$ cat src/rtl/fly_formation_ctrl.sv
`default_nettype none
// ============================================================================
// Module   : fly_formation_ctrl
// Brief    : Enemy fly formation owner. It tracks the alive mask and the
//            formation origin, marches the block sideways on frame ticks,
//            reverses and drops at the playfield edges, and retires flies on
//            hit requests. The packed per-fly positions feed the sprite stage.
// Revision : 1.0 - initial release
// ============================================================================
module fly_formation_ctrl #(
  parameter int FLY_COUNT   = 16,
  parameter int COLS        = 8,
  parameter int SPACING_X   = 40,
  parameter int SPACING_Y   = 40,
  parameter int START_X     = 16,
  parameter int START_Y     = 32,
  parameter int X_MIN       = 0,
  parameter int X_MAX       = 640,
  parameter int STEP_X      = 4,
  parameter int DROP_Y      = 16,
  parameter int STEP_FRAMES = 4,
  parameter int Y_LIMIT     = 400
) (
  input  logic                         clk,
  input  logic                         rst_n,
  input  logic                         frame_tick,
  input  logic                         start,
  input  logic                         hit_valid,
  input  logic [$clog2(FLY_COUNT)-1:0] hit_idx,
  output logic [10*FLY_COUNT-1:0]      fly_x_flat,
  output logic [10*FLY_COUNT-1:0]      fly_y_flat,
  output logic [FLY_COUNT-1:0]         fly_alive,
  output logic                         marching,
  output logic                         wave_clear,
  output logic                         landed
);

  localparam int ROWS   = FLY_COUNT / COLS;
  localparam int FCNT_W = (STEP_FRAMES > 1) ? $clog2(STEP_FRAMES) : 1;

  // Horizontal extent of one row including the 32 px sprite, and the
  // vertical distance from the origin to the bottom of the last row.
  localparam logic [9:0] C_SPAN      = 10'((COLS - 1) * SPACING_X + 32);
  localparam logic [9:0] C_ROW_EXT   = 10'((ROWS - 1) * SPACING_Y + 32);
  localparam logic [9:0] C_START_X   = 10'(START_X);
  localparam logic [9:0] C_START_Y   = 10'(START_Y);
  localparam logic [9:0] C_X_MIN     = 10'(X_MIN);
  localparam logic [9:0] C_X_MAX     = 10'(X_MAX);
  localparam logic [9:0] C_STEP_X    = 10'(STEP_X);
  localparam logic [9:0] C_DROP_Y    = 10'(DROP_Y);
  localparam logic [9:0] C_Y_LIMIT   = 10'(Y_LIMIT);
  localparam logic [FCNT_W-1:0] C_FCNT_LAST = FCNT_W'(STEP_FRAMES - 1);

  typedef enum logic [0:0] {
    S_IDLE  = 1'b0,
    S_MARCH = 1'b1
  } state_t;

  state_t                 state_q, state_d;
  logic [9:0]             ox_q, ox_d;
  logic [9:0]             oy_q, oy_d;
  logic                   dir_q, dir_d;        // 0 = moving right
  logic [FCNT_W-1:0]      fcnt_q, fcnt_d;
  logic [FLY_COUNT-1:0]   alive_q, alive_d;
  logic                   wave_clear_q, wave_clear_d;
  logic                   landed_q, landed_d;

  // State register with asynchronous active-low reset to the start grid.
  always_ff @(posedge clk or negedge rst_n) begin
    if (!rst_n) begin
      state_q      <= S_IDLE;
      ox_q         <= C_START_X;
      oy_q         <= C_START_Y;
      dir_q        <= 1'b0;
      fcnt_q       <= '0;
      alive_q      <= '0;
      wave_clear_q <= 1'b0;
      landed_q     <= 1'b0;
    end else begin
      state_q      <= state_d;
      ox_q         <= ox_d;
      oy_q         <= oy_d;
      dir_q        <= dir_d;
      fcnt_q       <= fcnt_d;
      alive_q      <= alive_d;
      wave_clear_q <= wave_clear_d;
      landed_q     <= landed_d;
    end
  end

  // Next-state: hits apply in any state, start launches a wave from IDLE,
  // frame ticks pace the march; wave completion takes priority over landing.
  always_comb begin
    state_d      = state_q;
    ox_d         = ox_q;
    oy_d         = oy_q;
    dir_d        = dir_q;
    fcnt_d       = fcnt_q;
    alive_d      = alive_q;
    wave_clear_d = 1'b0;
    landed_d     = 1'b0;

    if (hit_valid && (32'(hit_idx) < 32'(FLY_COUNT))) begin
      alive_d[hit_idx] = 1'b0;
    end

    case (state_q)
      S_IDLE: begin
        if (start) begin
          alive_d = '1;               // start overrides a same-cycle hit
          ox_d    = C_START_X;
          oy_d    = C_START_Y;
          dir_d   = 1'b0;
          fcnt_d  = '0;
          state_d = S_MARCH;
        end
      end
      S_MARCH: begin
        if (frame_tick) begin
          if (fcnt_q < C_FCNT_LAST) begin
            fcnt_d = fcnt_q + 1'b1;
          end else begin
            fcnt_d = '0;
            // A reversal only drops; the origin x holds on that step.
            if (!dir_q) begin
              if (ox_q + C_STEP_X + C_SPAN > C_X_MAX) begin
                dir_d = 1'b1;
                oy_d  = oy_q + C_DROP_Y;
              end else begin
                ox_d = ox_q + C_STEP_X;
              end
            end else begin
              if (ox_q < C_X_MIN + C_STEP_X) begin
                dir_d = 1'b0;
                oy_d  = oy_q + C_DROP_Y;
              end else begin
                ox_d = ox_q - C_STEP_X;
              end
            end
          end
        end
        // The landing drop itself is kept, so the frozen grid shows where
        // the formation touched the line.
        if (alive_d == '0) begin
          wave_clear_d = 1'b1;
          state_d      = S_IDLE;
        end else if (oy_d + C_ROW_EXT >= C_Y_LIMIT) begin
          landed_d = 1'b1;
          state_d  = S_IDLE;
        end
      end
      default: state_d = S_IDLE;
    endcase
  end

  // Per-fly positions are pure offsets from the registered origin.
  for (genvar i = 0; i < FLY_COUNT; i++) begin : g_fly
    assign fly_x_flat[i*10 +: 10] = ox_q + 10'((i % COLS) * SPACING_X);
    assign fly_y_flat[i*10 +: 10] = oy_q + 10'((i / COLS) * SPACING_Y);
  end

  assign fly_alive  = alive_q;
  assign marching   = (state_q == S_MARCH);
  assign wave_clear = wave_clear_q;
  assign landed     = landed_q;

endmodule
`default_nettype wire

$ cat config.mk
export PLATFORM = sky130hd
export DESIGN_NAME = fly_formation_ctrl
export DESIGN_NICKNAME = d
export VERILOG_FILES = /design/src/rtl/fly_formation_ctrl.sv
export SDC_FILE = /design/constraint.sdc
export NUM_CORES = 1
export LEC_CHECK = 0
export CORE_AREA = 3 3 136 138
export DETAILED_ROUTE_END_ITERATION = 8
export DIE_AREA = 0 0 139 141
export PLACE_DENSITY = 0.68
export SLEW_MARGIN = 20
export SYNTH_ARGS = -nofsm -noshare
export SYNTH_HDL_FRONTEND = slang
export SYNTH_SLANG_ARGS = --single-unit
export TNS_END_PERCENT = 1
$ cat constraint.sdc
create_clock -name clk -period 4.3 [get_ports clk]
set_input_delay 0.86 -clock clk [delete_from_list [all_inputs] [get_ports clk]]
set_output_delay 0.86 -clock clk [all_outputs]
set_load 0.05 [all_outputs]
==> summary.txt, run 1 <==
Critical path arrival - 3.00 ns
Diodes inserted - 0
Mapped Area - 0.00502 sq mm
Element type at the critical path end - output port
F_max - 259 MHz
Global Route met2 Usage - 23.7%
Drt drc - 0
Root Driver - clkbuf_16
CTS Buffer Depth - 2
Final worst clock skew - 0.00798 ns
Die span in x - 139 um
Post_cts resized - 0
Reg2reg path depth - 14
Post-synth EDFFs - 0
Vias in the first global route - 3668
Critical path startpoint - ox_q[5]
Drt initial violations - 153
Syn Area/Cell - 7.90 sq um
Synth Flop Type - dfrtp_1
Syn. warnings - 0
Die area - 0.0196 sq mm
Die height - 141 um
Worst-Skew Late Latency - 0.28 ns
Period minus WS final - 3.86 ns
Layout fillers - 1795
Overall Global Routing Usage - 12.5%
Vias per cell - 4.17
CTS Sinks - 36
Layout Area Growth over Synthesis - 25.3%
Synth Instances - 636
Std cell rows - 48
Status - finished, final reports clean
RSZ-0062 raised after global routing - false
Max-cap viol count - 0
TritonCTS Buffers - 5
CP Max Fanout - 15
Hold Fails Final Rpt - 0
Worst Path Required - 3.44 ns
Grt total ovfl - 0
Vias - 3890
Hold path depth - 2
Rel. slew slack - 41.2%
Share of the yosys chip area belonging to registers - 18.0%
Total I/O pin count - 348
Wire per inst - 14.3 um
Hold Startpoint - fcnt_q[1]
GR peak layer - met2
Initial Util - 29.1%
Fin crit share - 89.7%
H-tree depth - 2
Post-CTS setup buffers - 0
Fin Setup TNS - 0 ns
Antenna-violating nets left - 0
Count of input and output buffers - 251
First-pass GRT wire length - 20500 um
Fraction of layout cells with a size suffix above 1 - 5.37%
Nets - 733
Cts hold-fix bufs - 0
Final setup violation count - 0
Met3 usage - 3.36%
Post-synth cell types - 57
Pre-antenna DRT Iters - 4
Worst-path clk slew - 0.06 ns
Measured slew at the worst slew-check pin - 0.881 ns
Hold Path Class - reg -> reg
Max-slew violation count - 0
Kind of critical path - reg -> out
Area of the core - 0.0173 sq mm
Async SR Flop Fraction - 100%
Hpwl dp - 10700 um
CTS tree - yes
Synthesis-stage register bit count - 36
Drt total wl - 13300 um
Grt met1 use - 14.2%
Routability cong. - 0.849
Min Hold Slack - 0.525 ns
Setup crit start kind - flop
Reg2reg start - ox_q[3]
Largest net degree at the start of global routing - 37
Antenna violations before repair - 0
cells in the mapped netlist, types with 4 or more instances:
cell type | count | area, sq um
nand2b_1 | 4 | 25.0
inv_1 | 16 | 60.1
nand3_1 | 12 | 60.1
and3_1 | 4 | 25.0
buf_1 | 4 | 15.0
xor2_1 | 11 | 96.3
nand4_1 | 6 | 37.5
nand3b_1 | 5 | 37.5
o21ai_1 | 4 | 20.0
nor3_1 | 10 | 50.1
o32ai_1 | 5 | 43.8
xnor2_1 | 33 | 289
o22ai_1 | 5 | 31.3
a31oi_1 | 7 | 43.8
clkbuf_1 | 12 | 45.0
buf_2 | 8 | 40.0
mux2i_1 | 6 | 60.1
nand2_1 | 58 | 218
ha_1 | 18 | 225
o21ai_0 | 35 | 175
dfrtp_1 | 34 | 851
a21oi_1 | 13 | 65.1
nor2_1 | 16 | 60.1
buf_4 | 262 | 1970
flip-flops by register name, summed over array words and instances (netlist names):
register and count:
fly_alive 16, ox_q 8, oy_q 6, fcnt_q 2, dir_q 1, landed 1, marching 1, wave_clear 1
critical path, cell delays in order, from the launching register on:
cell             delay, ns
dfrtp_1               0.71
inv_1                 0.30
ha_1                  0.27
a21oi_1               0.26
nor2_1                0.10
xor2_1                0.22
clkdlybuf4s50_1       0.85
through the flow:
stage	instances	utilization (%)	instance area, sq um	worst slack [ns]
after CTS	932	36.4	6300	0.398
after global placement	924	35.4	6130	0.746
after global routing	932	36.4	6300	0.263
after floorplan	730	-	5390	0.176
after detailed placement	924	35.4	6130	0.669
final	932	36.4	6300	0.441
logic make-up (layout without fill, tap and decap cells):
group | count (synthesis) | count (layout) | synth area share, %
compound gates | 90 | 90 | 11.5
xor+xnor | 47 | 47 | 8.76
fa+ha+maj | 18 | 18 | 4.48
buf+inv | 306 | 283 | 42.9
flops | 36 | 36 | 18.0
mux | 9 | 9 | 1.87
other cells | 2 | 96 | 0.149
simple gates | 128 | 128 | 12.4
metal layers:
layer	part of all wire, %	vias to the layer above
met3	8.1	6
met4	0.59	0
met2	54	189
met1	38	1836
li1	-	1859
met5	0	-
final timing paths:
kind	endpoint	slack, ns
max	fly_x_flat[19]	0.44
min	fcnt_q[1]	0.53
max reg2reg	ox_q[9]	0.66
min reg2reg	fcnt_q[1]	0.53
max in group asynchronous	fly_alive[2]	3.05
min in group asynchronous	oy_q[4]	0.69
layout make-up:
| cell class | instances | area (sq um) | area share, % |
|---|---|---|---|
| repair buffers | 257 | 2550 | 40.5 |
| multi-input cells | 388 | 2320 | 36.9 |
| flip-flops and latches | 36 | 903 | 14.3 |
| well taps | 225 | 282 | 4.47 |
| clock buffers | 5 | 125 | 1.99 |
| inverters | 18 | 67.6 | 1.07 |
| clock inverters | 3 | 42.5 | 0.676 |
cell usage in the layout (no fill, tap or decap), types with 5 or more instances in the layout:
cell             instances
nand2_1                 58
nand4_1                  6
nor3_1                  10
a31oi_1                  7
dfrtp_1                 34
nand3_1                 12
o32ai_1                  5
clkbuf_16                5
o22ai_1                  5
buf_4                    6
nor2_1                  16
nand3b_1                 5
inv_1                   16
mux2i_1                  6
clkdlybuf4s50_1        250
ha_1                    18
xnor2_1                 33
a21oi_1                 13
o21ai_0                 35
conb_1                  96
xor2_1                  10
Power of run 1 is not shown: default switching activity piles up to over one toggle a cycle in this logic, so the estimate is an artifact.
==> run 2, diff against run 1 <==
--- a/config.mk
+++ b/config.mk
@@ -6,6 +6,7 @@
 export NUM_CORES = 1
 export LEC_CHECK = 0
 export CORE_AREA = 3 3 136 138
+export CTS_BUF_LIST = sky130_fd_sc_hd__clkbuf_4
 export DETAILED_ROUTE_END_ITERATION = 8
 export DIE_AREA = 0 0 139 141
 export PLACE_DENSITY = 0.68
==> constraint.sdc (replaced) <==
create_clock -name clk -period 3.7 [get_ports clk]
set_input_delay 0.74 -clock clk [delete_from_list [all_inputs] [get_ports clk]]
set_output_delay 0.74 -clock clk [all_outputs]
set_load 0.05 [all_outputs]
==> run 2 against run 1 <==
  * Final cell count increased by 0.75%
  * Register-to-register slack got worse by 0.43 ns
  * Die area stayed put
  * First-iteration DRC count is 14% higher
  * Via count is essentially flat
  * Sequential share of layout area rose by 0.19 points
  * Setup slack worse by 0.30 ns
  * Wire length increased by 1.6%
  * Count of clock-buffer cells in the layout stayed put
  * Critical path type unchanged
==> summary.txt, run 2 (synthesized netlist as in run 1, its figures left out) <==
Count of input and output buffers - 251
Number of flip-flops in the largest register - 16
Antenna-violating nets left - 0
Max-cap viol count - 0
Reg-to-reg setup timing slack - 0.23 ns
Reg2reg path depth - 12
Register Area - 908 sq um
CTS Sinks - 36
Vias per cell - 4.14
H-tree depth - 2
Hold Fails Final Rpt - 0
Die height - 141 um
Worst-Skew Late Latency - 0.35 ns
Final worst clock skew - 0.0106 ns
Max-slew violation count - 0
Wire per inst - 14.4 um
Reg2reg start - ox_q[3]
Element type at the critical path end - output port
Diodes inserted - 0
Vias in the first global route - 3720
Largest net degree at the start of global routing - 37
Drt total wl - 13500 um
Commonest non-fill, non-tap cell in the layout - clkdlybuf4s50_1
CP max stage delay - 0.84 ns
Multi-input gate area - 0.00233 sq mm
Antenna violations before repair - 0
Fin crit share - 96.3%
RSZ-0062 raised after global routing - false
Measured slew at the worst slew-check pin - 0.890 ns
Cts hold-fix bufs - 0
Std cell rows - 48
Worst Path Required - 2.96 ns
CTS Buffer Depth - 2
Overall Global Routing Usage - 12.7%
Kind of critical path - reg -> out
Routability cong. - 0.860
Status - finished, final reports clean
Critical path arrival - 2.82 ns
Hpwl dp - 10800 um
Period minus WS final - 3.56 ns
Most frequent cells in the layout - 230 x clkdlybuf4s50_1, 96 x conb_1, 58 x nand2_1
Fraction of layout cells with a size suffix above 1 - 8.12%
Final core utilization - 36.1%
Area of the core - 0.0173 sq mm
CTS tree - yes
Die area - 0.0196 sq mm
Pre-antenna DRT Iters - 4
Drt initial violations - 175
Post-CTS setup buffers - 0
Layout Area Growth over Synthesis - 24.4%
F_max - 281 MHz
TritonCTS Buffers - 5
R2r endpoint - landed
Nets - 740
Initial Util - 29.1%
CP Max Fanout - 10
First-pass GRT wire length - 20600 um
Drt drc - 0
Worst-path clk slew - 0.13 ns
CP Cell Sequence - inv_1 > ha_1 > a21oi_1 > nor2_1 > xor2_1 > clkdlybuf4s50_1
Grt total ovfl - 0
Layout fillers - 1808
Critical-path top delay cell - clkdlybuf4s50_1
Vias - 3892
Root Driver - clkbuf_4
Setup crit start kind - flop
Rel. slew slack - 40.7%
Die span in x - 139 um
Total I/O pin count - 348
Final setup violation count - 0
Hold Path Class - in -> async
## run 2: changes by cell type in the layout (fill, tap and decap cells not counted), sizes merged
| cell | previous run | this run |
|---|---|---|
| clkdlybuf4s50 | 250 | 230 |
| buf | 7 | 24 |
| dlymetal6s2s | 0 | 10 |
| clkinv | 3 | 5 |
| bufinv | 1 | 0 |
| inv | 16 | 15 |
## run 2: routing by layer
layer	up-vias	wire length, um	global-route usage (%)
met2	201	7210	24.3
met5	-	0	0
met4	0	125	2.52
met3	11	1150	3.19
met1	1803	5010	14.2
li1	1877	-	-
## run 2: area by class of cell
class	instances	area share [%]
well taps	225	4.50
clock inverters	3	0.220
repair buffers	264	41.7
clock buffers	5	0.601
multi-input cells	388	37.3
inverters	18	1.14
flip-flops and latches	36	14.5
## run 2: repair_timing
action,4_1_cts,5_1_grt
endpoints found under the setup margin,0,10
endpoints found under the hold margin,0,0
gates resized for setup,0,10
## run 2: worst max-delay path by stage
stage | start | slack, ns | to | depth (start not counted)
4_1_cts | ox_q[4] | 0.05 | fly_x_flat[119] | 6
5_1_grt | ox_q[4] | 0.0008 | landed | 11
2_1_floorplan | ox_q[3] | -0.03 | landed | 13
3_5_place_dp | ox_q[3] | 0.29 | landed | 12
3_3_place_gp | ox_q[3] | 0.33 | landed | 12
6_report | ox_q[5] | 0.14 | fly_x_flat[19] | 6
## run 2: per-stage QoR
| stage | area [sq um] | TNS [ns] | hold WS, ns | instances | setup WS (ns) |
|---|---|---|---|---|---|
| 6_report | 6250 | 0 | 0.481 | 939 | 0.138 |
| 5_1_grt | 6250 | 0 | 0.547 | 939 | 0.000831 |
| 4_1_cts | 6220 | 0 | 0.509 | 939 | 0.0546 |
| 3_5_place_dp | 6170 | 0 | 0.513 | 931 | 0.290 |
| 3_3_place_gp | 6170 | 0 | 0.501 | 931 | 0.326 |
| 2_1_floorplan | 5400 | -0.0707 | 0.444 | 730 | -0.0340 |
## run 2: worst max-delay path, delay by kind of cell, from the launching register on
family / cells / cell delay (ns)
buffers and inverters: 2 / 1.09
DFF: 1 / 0.56
adders and majority gates: 1 / 0.26
AOI/OAI and AO/OA: 1 / 0.26
xor gates and xnor gates: 1 / 0.19
and+or+nand+nor: 1 / 0.10
Power of run 2 is left out for the same reason.
==> run 3, diff against run 2 <==
--- a/config.mk
+++ b/config.mk
@@ -9,6 +9,7 @@
 export CTS_BUF_LIST = sky130_fd_sc_hd__clkbuf_4
 export DETAILED_ROUTE_END_ITERATION = 8
 export DIE_AREA = 0 0 139 141
+export MAX_ROUTING_LAYER = met4
 export PLACE_DENSITY = 0.68
 export SLEW_MARGIN = 20
 export SYNTH_ARGS = -nofsm -noshare
==> run 3 against run 2 <==
  * Count of clock-buffer cells in the layout unchanged
  * Sequential cell count unchanged
  * Die area did not move
  * Worst hold slack gained 0.00079 ns
  * Final area did not move
  * Wire length is essentially flat
  * Maximum frequency rose by 0.13%
  * Critical path depth unchanged
  * Setup slack improved by 0.0047 ns
  * Global-route usage increased by 0.38 points
  * Utilization unchanged
  * Highest routed layer unchanged
==> summary.txt, run 3 (synthesized netlist as in run 1, its figures left out) <==
End of the critical path - fly_x_flat[19]
Routability cong. - 0.874
Critical-path top delay cell - clkdlybuf4s50_1
RSZ-0062 raised after global routing - false
Pre-antenna DRT Iters - 4
Hold Path Class - in -> async
Die span in x - 139 um
Max-slew violation count - 0
Layout Area Growth over Synthesis - 24.4%
F_max - 281 MHz
First-pass GRT wire length - 20600 um
Vias in the first global route - 3713
Status - finished, final reports clean
Diodes inserted - 0
CTS Sinks - 36
CP max stage delay - 0.84 ns
Initial Util - 29.1%
CTS tree - yes
Rel. slew slack - 40.4%
Fin crit share - 96.1%
H-tree depth - 2
Measured slew at the worst slew-check pin - 0.894 ns
Std cell rows - 48
Critical path startpoint - ox_q[5]
CP Max Fanout - 10
Vias per cell - 4.14
Setup crit start kind - flop
Overall Global Routing Usage - 13.1%
Vias - 3886
Die height - 141 um
Multi-input gate area - 0.00233 sq mm
Die area - 0.0196 sq mm
CTS Buffer Depth - 2
Antenna-violating nets left - 0
Layout fillers - 1808
Drt total wl - 13500 um
Worst-path clk slew - 0.13 ns
Most frequent cells in the layout - 230 x clkdlybuf4s50_1, 96 x conb_1, 58 x nand2_1
Cts hold-fix bufs - 0
CP Cell Sequence - inv_1 > ha_1 > a21oi_1 > nor2_1 > xor2_1 > clkdlybuf4s50_1
Kind of critical path - reg -> out
Max-cap viol count - 0
Number of flip-flops in the largest register - 16
Antenna violations before repair - 0
Hpwl dp - 10800 um
Root Driver - clkbuf_4
Cell count after placement - 931
Post_cts resized - 0
R2r endpoint - landed
Reg2reg path depth - 12
Wire per inst - 14.4 um
Drt drc - 0
Final setup violation count - 0
TritonCTS Buffers - 5
Total I/O pin count - 348
Grt total ovfl - 0
Critical path arrival - 2.82 ns
Drt initial violations - 168
Final worst clock skew - 0.0125 ns
Largest net degree at the start of global routing - 37
Period minus WS final - 3.56 ns
Count of input and output buffers - 251
Fin cells - 939
Post-CTS setup buffers - 0
Area of the core - 0.0173 sq mm
Worst-Skew Late Latency - 0.35 ns
Nets - 740
Reg-to-reg setup timing slack - 0.24 ns
Fraction of layout cells with a size suffix above 1 - 8.12%
Hold Fails Final Rpt - 0
Register Area - 908 sq um
Reg2reg start - ox_q[3]
Element type at the critical path end - output port
Commonest non-fill, non-tap cell in the layout - clkdlybuf4s50_1
Worst Path Required - 2.96 ns
## run 3: layer usage
layer  global-route usage (%)  routed length [um]  vias to the layer above
li1                         -                   -                     1878
met5                        -                   0                        -
met1                     14.4                5080                     1802
met3                     2.92                1070                       11
met4                     2.52                 127                        0
met2                     24.4                7230                      195
## run 3: how the worst min path moves through the flow
stage / end / slack, ns / cells after the start
after detailed placement: fcnt_q[1] / 0.51 / 2
after floorplan: dir_q / 0.44 / 0
after CTS: ox_q[6] / 0.51 / 1
after global routing: ox_q[6] / 0.55 / 1
final: ox_q[6] / 0.48 / 1
after global placement: fcnt_q[1] / 0.50 / 2
## run 3: layout make-up
cell class              count  share of cell area, %
clock buffers               5                  0.601
flip-flops and latches     36                   14.5
inverters                  18                   1.14
repair buffers            264                   41.7
well taps                 225                   4.50
clock inverters             3                  0.220
multi-input cells         388                   37.3
## run 3: critical path: cells and delay by family (launching register included)
| family | cells | cell delay, ns |
|---|---|---|
| XOR/XNOR | 1 | 0.19 |
| buffers and inverters | 2 | 1.09 |
| flip-flops | 1 | 0.56 |
| adder cells (fa/ha/maj) | 1 | 0.26 |
| AND/OR/NAND/NOR | 1 | 0.10 |
| AO/OA/AOI/OAI | 1 | 0.26 |
## run 3: stage by stage
stage / worst slack (ns) / utilization [%] / area [sq um] / hold slack (ns) / setup TNS [ns]
floorplan: -0.0340 / - / 5400 / 0.444 / -0.0707
global placement: 0.326 / 35.7 / 6170 / 0.501 / 0
detailed placement: 0.290 / 35.7 / 6170 / 0.513 / 0
CTS: 0.0546 / 36.0 / 6220 / 0.509 / 0
global route: 0.000453 / 36.1 / 6250 / 0.547 / 0
finish: 0.143 / 36.1 / 6250 / 0.481 / 0
Power of run 3 is left out for the same reason.
